### src/rtl/rf_pkg.sv
// rf_pkg: shared constants and helpers for the register-file writeback scheduler.
package rf_pkg;
    localparam int DATA_W   = 16;
    localparam int ADDR_W   = 4;
    localparam int NUM_REGS = 2 ** ADDR_W;

    localparam logic [ADDR_W-1:0] REG_ZERO = '0;

    localparam logic REQ_ALU = 1'b0;
    localparam logic REQ_MEM = 1'b1;

    function automatic logic [ADDR_W:0] popcount(input logic [NUM_REGS-1:0] v);
        logic [ADDR_W:0] c;
        c = '0;
        for (int i = 0; i < NUM_REGS; i++) c = c + {{ADDR_W{1'b0}}, v[i]};
        return c;
    endfunction
endpackage

### src/rtl/rf_rr_arb2.sv
// rf_rr_arb2: 2-way round-robin arbiter with combinational grants.
// Ports: clk, rst_n (async active-low); req0/req1 requests in; gnt0/gnt1 one-hot grants out.
// On a tie the requester that did not win last time is granted.
module rf_rr_arb2
    import rf_pkg::*;
(
    input  logic clk,
    input  logic rst_n,
    input  logic req0,
    input  logic req1,
    output logic gnt0,
    output logic gnt1
);
    logic last_q, last_d;

    always_comb begin
        gnt0   = req0 && (!req1 || last_q == REQ_MEM);
        gnt1   = req1 && (!req0 || last_q == REQ_ALU);
        last_d = gnt0 ? REQ_ALU : gnt1 ? REQ_MEM : last_q;
    end

    // Reset to REQ_MEM so the ALU wins the first tie.
    always_ff @(posedge clk or negedge rst_n)
        if (!rst_n) last_q <= REQ_MEM;
        else        last_q <= last_d;
endmodule

### src/rtl/rf_wb_scheduler.sv
// rf_wb_scheduler: arbitrates the register-file write port between ALU and memory writeback,
// tracks outstanding writes in a busy-bit scoreboard and flags RAW hazards on the read ports.
// Ports: clk, rst_n (async active-low); iss_valid/iss_addr reserve a destination;
// reqN_valid/addr/data in, reqN_ready out for ALU (0) and memory (1);
// rd_a_addr/rd_b_addr read addresses, hazard out; wr_load/wr_addr/wr_data drive the
// register file; busy_cnt counts busy registers; err is a sticky unexpected-write flag.
module rf_wb_scheduler
    import rf_pkg::*;
(
    input  logic              clk,
    input  logic              rst_n,
    input  logic              iss_valid,
    input  logic [ADDR_W-1:0] iss_addr,
    input  logic              req0_valid,
    input  logic [ADDR_W-1:0] req0_addr,
    input  logic [DATA_W-1:0] req0_data,
    output logic              req0_ready,
    input  logic              req1_valid,
    input  logic [ADDR_W-1:0] req1_addr,
    input  logic [DATA_W-1:0] req1_data,
    output logic              req1_ready,
    input  logic [ADDR_W-1:0] rd_a_addr,
    input  logic [ADDR_W-1:0] rd_b_addr,
    output logic              hazard,
    output logic              wr_load,
    output logic [ADDR_W-1:0] wr_addr,
    output logic [DATA_W-1:0] wr_data,
    output logic [ADDR_W:0]   busy_cnt,
    output logic              err
);
    logic                gnt0, gnt1;
    logic [ADDR_W-1:0]   g_addr;
    logic [DATA_W-1:0]   g_data;
    logic [NUM_REGS-1:0] set_v, clr_v;

    logic                wr_load_q, wr_load_d;
    logic [ADDR_W-1:0]   wr_addr_q, wr_addr_d;
    logic [DATA_W-1:0]   wr_data_q, wr_data_d;
    logic [NUM_REGS-1:0] busy_q, busy_d;
    logic [ADDR_W:0]     cnt_q, cnt_d;
    logic                err_q, err_d;

    rf_rr_arb2 u_arb (
        .clk  (clk),
        .rst_n(rst_n),
        .req0 (req0_valid),
        .req1 (req1_valid),
        .gnt0 (gnt0),
        .gnt1 (gnt1)
    );

    always_comb begin
        g_addr    = gnt1 ? req1_addr : req0_addr;
        g_data    = gnt1 ? req1_data : req0_data;
        // Writes to register 0 are accepted and sunk without pulsing Load.
        wr_load_d = (gnt0 || gnt1) && g_addr != REG_ZERO;
        wr_addr_d = (gnt0 || gnt1) ? g_addr : wr_addr_q;
        wr_data_d = (gnt0 || gnt1) ? g_data : wr_data_q;
        set_v     = '0;
        clr_v     = '0;
        if (iss_valid && iss_addr != REG_ZERO) set_v[iss_addr] = 1'b1;
        // Clear at the edge that ends the write cycle; a same-edge issue re-sets it.
        if (wr_load_q) clr_v[wr_addr_q] = 1'b1;
        busy_d    = (busy_q & ~clr_v) | set_v;
        cnt_d     = popcount(busy_d);
        err_d     = err_q || (wr_load_q && !busy_q[wr_addr_q]);
    end

    always_ff @(posedge clk or negedge rst_n)
        if (!rst_n) begin
            wr_load_q <= 1'b0;
            wr_addr_q <= '0;
            wr_data_q <= '0;
            busy_q    <= '0;
            cnt_q     <= '0;
            err_q     <= 1'b0;
        end else begin
            wr_load_q <= wr_load_d;
            wr_addr_q <= wr_addr_d;
            wr_data_q <= wr_data_d;
            busy_q    <= busy_d;
            cnt_q     <= cnt_d;
            err_q     <= err_d;
        end

    assign req0_ready = gnt0;
    assign req1_ready = gnt1;
    assign hazard     = busy_q[rd_a_addr] || busy_q[rd_b_addr];
    assign wr_load    = wr_load_q;
    assign wr_addr    = wr_addr_q;
    assign wr_data    = wr_data_q;
    assign busy_cnt   = cnt_q;
    assign err        = err_q;
endmodule

### config.mk
export PLATFORM = sky130hd
export DESIGN_NAME = rf_wb_scheduler
export DESIGN_NICKNAME = d
export VERILOG_FILES = /design/src/rtl/rf_pkg.sv /design/src/rtl/rf_rr_arb2.sv /design/src/rtl/rf_wb_scheduler.sv
export SDC_FILE = /design/constraint.sdc
export NUM_CORES = 1
export LEC_CHECK = 0
export CORE_MARGIN = 4
export CORE_UTILIZATION = 41
export DETAILED_ROUTE_END_ITERATION = 6
export PLACE_DENSITY = 0.77
export SYNTH_ARGS = -nofsm -noshare
export SYNTH_HDL_FRONTEND = slang
export SYNTH_HIERARCHICAL = 1
export SYNTH_SLANG_ARGS = --single-unit
### constraint.sdc
create_clock -name clk -period 5.9 [get_ports clk]
set_input_delay 1.18 -clock clk [delete_from_list [all_inputs] [get_ports clk]]
set_output_delay 1.18 -clock clk [all_outputs]
set_load 0.05 [all_outputs]
# Word level (Yosys, flattened, before mapping)
# Cells that the tools add are included.
# classes
n_reduce_logical	18
shift	0
mul	0
n_mux	16
bitwise	4
addsub	15
eq_ne	0
order_cmp	6
div	0
# ops
operator	n
adder 5 x 1 -> 5 bit	11
2-to-1 mux 16 bit	3
less-than comparator 4 x 5 -> 1 bit (second input constant)	4
bitwise AND 16 bit	1
inverter 16 bit	1
bitwise OR 16 bit	1
binary-select mux 1 bit (select 4 bit)	3
demux 1 bit (select 4 bit)	2
>= comparator 4 x 1 -> 1 bit (second input constant)	2
nonzero test 4 bit	2
logical AND 1 bit	7
2-to-1 mux 1 bit	7
adder 4 x 1 -> 5 bit	1
logical OR 1 bit	5
adder 3 x 1 -> 4 bit	1
2-to-1 mux 4 bit	1
adder 2 x 1 -> 3 bit	1
zero test 1 bit	3
adder 1 x 1 -> 2 bit	1
nonzero test 2 bit	1
inverter 1 bit	1
# word_totals
register_bits	44
latch_bits	0
out_inout_bits	30
memories	0
mem_bits_rw	0
romBits	0
wordCells	66
input_bits	57

# Depth between registers and ports, before layout
# logic_depth
ltp_word	23
depth_mapped	17

# By module
# The synthesis kept the hierarchy.
# modules_own_cells
mod	seq_area_each_um2	n_inst	area_per_inst_um2	cells_per_inst
rf_wb_scheduler	1076.0	1	2590.0	235
rf_rr_arb2	26.3	1	53.8	6

# Least setup slack after synthesis
# OpenSTA, ideal clock, no wires.
# synth_timing
kind	input -> register
startpoint	input port iss_addr[2]
endpoint	register cnt_q[4], in the netlist busy_cnt[4]
path_stages	13
arrival_ns	4.467
slack_ns	1.369
setup_time_ns	0.064
required_ns	5.836
path_cell_list	or2_2 o21ai_0 fa_1 inv_1 fa_1 fa_1 fa_1 inv_1 ha_1 inv_1 fa_1 nor2b_1 o21a_1
# synth_via
word_cells_on_any_way	24
classes_between	add/sub: 15; order compare: 2; mux: 3; bitwise: 1; reduce/logical: 3
# synth_rtl
element	line	rtl
start, declared	rf_wb_scheduler.sv:13	input logic [ADDR_W-1:0] iss_addr,
less-than comparator 4 x 5 -> 1 bit (not written as such) or >= comparator 4 x 1 -> 1 bit (tied branches)	rf_wb_scheduler.sv:61	if (iss_valid && iss_addr != REG_ZERO) set_v[iss_addr] = 1'b1;
logical AND 1 bit (not written as such)	rf_wb_scheduler.sv:61	
2-to-1 mux 1 bit (not written as such)	rf_wb_scheduler.sv:61	
demux 1 bit (select 4 bit)	rf_wb_scheduler.sv:61	
2-to-1 mux 16 bit *	rf_wb_scheduler.sv:61	
bitwise OR 16 bit *	rf_wb_scheduler.sv:64	busy_d = (busy_q & ~clr_v) | set_v;
named net busy_d[3]	rf_wb_scheduler.sv:39	logic [NUM_REGS-1:0] busy_q, busy_d;
adder 3 x 1 -> 4 bit *	rf_pkg.sv:15	for (int i = 0; i < NUM_REGS; i++) c = c + {{ADDR_W{1'b0}}, v[i]};
adder 4 x 1 -> 5 bit *	rf_pkg.sv:15	
adder 5 x 1 -> 5 bit * (11 in a row)	rf_pkg.sv:15	
named net cnt_d[4]	rf_wb_scheduler.sv:40	logic [ADDR_W:0] cnt_q, cnt_d;
end signal, assigned	rf_wb_scheduler.sv:82	cnt_q <= cnt_d;
end, declared	rf_wb_scheduler.sv:40	
# Mark *: on every way through the listed nets, which the timed path passes. The rest lies on a longest branch.
# A chain may end at the register's enable or synchronous reset.

# Worst setup path in the final report
# Same ends and word-level chain as after synthesis.

==> results.toml <==
[cells_and_area]
drive_above_1_share = 0.08537
fillers = 538
fin_nets = 399
areaGrowthSynthToFinish_pct = 38.24
antenna_cells = 0
layout.cells.non_filler = 403
multiInputGateArea_um2 = 1445
seqCellArea_um2 = 1102

[place]
numPortBuffers = 86
place_hpwl_um = 5237
dp.cells = 395
place_congestion = 0.8778
dp_slack_ns = 0.6607

[power_and_ir_drop]
swShare = 0.4461
p_total_mw = 2.259
p_clk_frac = 0.086
ir_drop_mv = 0.8671
pwr-share-comb = 0.689
p_leak_nw = 1.499
p_int_mw = 1.251
seqPwrFrac = 0.225
powerDensity_nw_per_um2 = 618.0
p_sw_mw = 1.008

[synth]
netlist_area_um2 = 2644
async_flop_share = 1.000
syn_area_per_cell_um2 = 10.97
ys_ff_latch = 44
synth_cell_types = 36
yosysMostFrequentCell = "o21ai_0"
synth_warnings = 6
synth_top_area_share = 0.4070
ys_seq_area_frac = 0.4169
synth_area_leaders = "dfrtp_1 41%, mux2i_1 9.1%, o21ai_0 9.1%"
yosysTopAreaCell = "dfrtp_1"
synth_commonest_cells = "48 x o21ai_0, 43 x dfrtp_1, 30 x nand2_1, 24 x mux2i_1, 14 x inv_1"
syn-num-nets = 313
syn_inst = 241
synth_edf_count = 0
synth_flop_cell = "dfrtp_1"

[sta]
clock-skew-final_ns = 0.007214
setup-violations-final = 0
maxSlewViolCount = 0
hold_violations = 0
min_period_ns = 4.938
worst_pin_slew_ns = 0.9737
slew_headroom = 0.3509
fmax_mhz = 202.5
fin_ws_ns = 0.9625
fin_crit_sh = 0.8369
finalSetupTns_ns = 0
rsz0062_at_grt = "no"

[setup_path]
reg2reg_slack_ns = 1.62
path_class = "in2reg"
critPathTopFamily = "adder cells"
path_cells = "clkdlybuf4s50_1, or2_2, o21ai_0, fa_1, inv_1, fa_1, fa_1, fa_1, inv_1, ha_1, inv_1, fa_1, nor2b_1, o21a_1"
r2r_end = "busy_cnt[4]"
cp_num_buf_inv = 4
critPathRequiredTime_ns = 6.13
cpMostUsedCell = "fa_1"
worstPathArrival_ns = 5.17
cp-start-kind = "input port"
crit_path_top_delay_cell = "fa_1"
crit_path_end_kind = "register"
r2r_start = "wr_addr[2]"
worstRegToRegCells = 14
worstPathMaxFanout = 4
max_stage_delay_ns = 0.53

[outcome]
outcome = "finished clean"

[clock_tree]
cts_tree = "yes"
clockRootBuffer = "clkbuf_8"
cts.path.max_buffers = 2
insertion_delay_ns = 0.29
clkSlewWorstSetupHoldPaths_ns = 0.08
cts_max_level = 2
hold_buffers = 0
post_cts_buffers = 0
ctsResizeCount = 0
cts_buffers = 5
cts_sinks = 44

[floorplanning]
die_y_um = 88.30
coreArea_um2 = 6096
die-area_um2 = 7797
floorplan.initialDensity = 0.4337
rows = 28
ioPinCount = 87
die_w_um = 88.30

[detailed_routing]
vias = 2189
dr.pass1.iters = 6
avgRoutedWirePerCell_um = 16.57
wl_um = 6679
antenna_left = 0
post_drt_via_cell_ratio = 5.432
drcViolationCount = 0
drt_iter0_markers = 204

[global_routing]
grt_pass1_wl_um = 10630
grt_pass1_vias = 2193
grt_max_degree = 45
grt_overflow_total = 0
grtUsageTotal = 0.1770
antenna_found_initial = 0

[run]
maxCapViolations = 0

[hold_path]
whs_path_depth = 2
hold_class = "reg2reg"
min_from = "err"
holdPathEnd = "err"
## worst reg2reg max path, cell delays in order (launching register included)
cell and delay, ns:
dfrtp_1 0.46, or2_2 0.39, o21ai_0 0.20, o21ai_0 0.18
fa_1 0.57, inv_1 0.06, fa_1 0.47, fa_1 0.53
fa_1 0.41, inv_1 0.07, ha_1 0.17, inv_1 0.06
fa_1 0.41, nor2b_1 0.14, o21a_1 0.11
## layout by cell type, fill, tap and decap left out, drive strengths merged, types with 5 or more instances in the layout
cell | Yosys | layout
clkbuf | 5 | 8
clkdlybuf4s50 | 0 | 85
dfrtp | 43 | 43
fa | 10 | 10
ha | 5 | 5
inv | 14 | 14
mux2i | 24 | 24
mux4 | 11 | 11
nand2 | 30 | 30
nor2b | 5 | 5
o21a | 8 | 8
o21ai | 50 | 50
## per-stage QoR
step	hold WS (ns)	cell area, um2	utilization
2_1_floorplan	0.4794	2644	-
3_3_place_gp	0.4578	3565	0.5848
3_5_place_dp	0.4627	3565	0.5848
4_1_cts	0.4803	3655	0.5995
5_1_grt	0.5077	3655	0.5995
6_report	0.4789	3655	0.5995
## routing by layer
layer  vias up  global-route usage  routed length, um
li1       1031                   -                  -
met1      1067              0.2278               2713
met2        83              0.2964               3485
met3         8             0.03911                368
met4         0             0.06044                112
met5         -                   0                  0
## power groups by stage
stage                     logic [mW]  clock network [mW]  registers, mW
after CTS                       1.60               0.199          0.506
after detailed placement        1.59                   0          0.512
final                           1.56               0.193          0.509
after global routing            1.78               0.217          0.521
after global placement          1.51                   0          0.509
after floorplan                 1.07                   0          0.615
## sequential cells by signal (all words and copies together) (netlist names)
register / flops
wr_load: 1
u_arb/last_q: 1
wr_addr: 4
wr_data: 16
busy_cnt: 5
busy_q: 16
err: 1
## cell type report
type / instances / share of cell area
tap: 75 / 0.02568
multi-input combinational: 174 / 0.3954
timing repair buffer: 88 / 0.2383
clock buffer: 8 / 0.02465
inverter: 14 / 0.01438
sequential: 44 / 0.3016
## cells by family (layout without fill, tap and decap cells)
group / count (synthesis) / count (layout) / share of synthesized area
xor+xnor: 2 / 2 / 0.006627
compound gates: 68 / 68 / 0.1486
buf+inv: 23 / 110 / 0.03928
fa+ha+maj: 15 / 15 / 0.09938
simple gates: 52 / 52 / 0.09323
mux: 37 / 37 / 0.1959
flops: 44 / 44 / 0.4169
## how the worst max path moves through the flow
stage                     start          end  slack, ns  cells after the start
floorplan           iss_addr[2]  busy_cnt[4]       1.37                     13
global placement    iss_addr[2]  busy_cnt[4]       0.80                     14
detailed placement  iss_addr[2]  busy_cnt[4]       0.66                     14
CTS                 iss_addr[2]  busy_cnt[4]       0.95                     14
global route        iss_addr[2]  busy_cnt[4]       0.76                     14
finish              iss_addr[2]  busy_cnt[4]       0.96                     14
(Power assumes the default switching activity.)
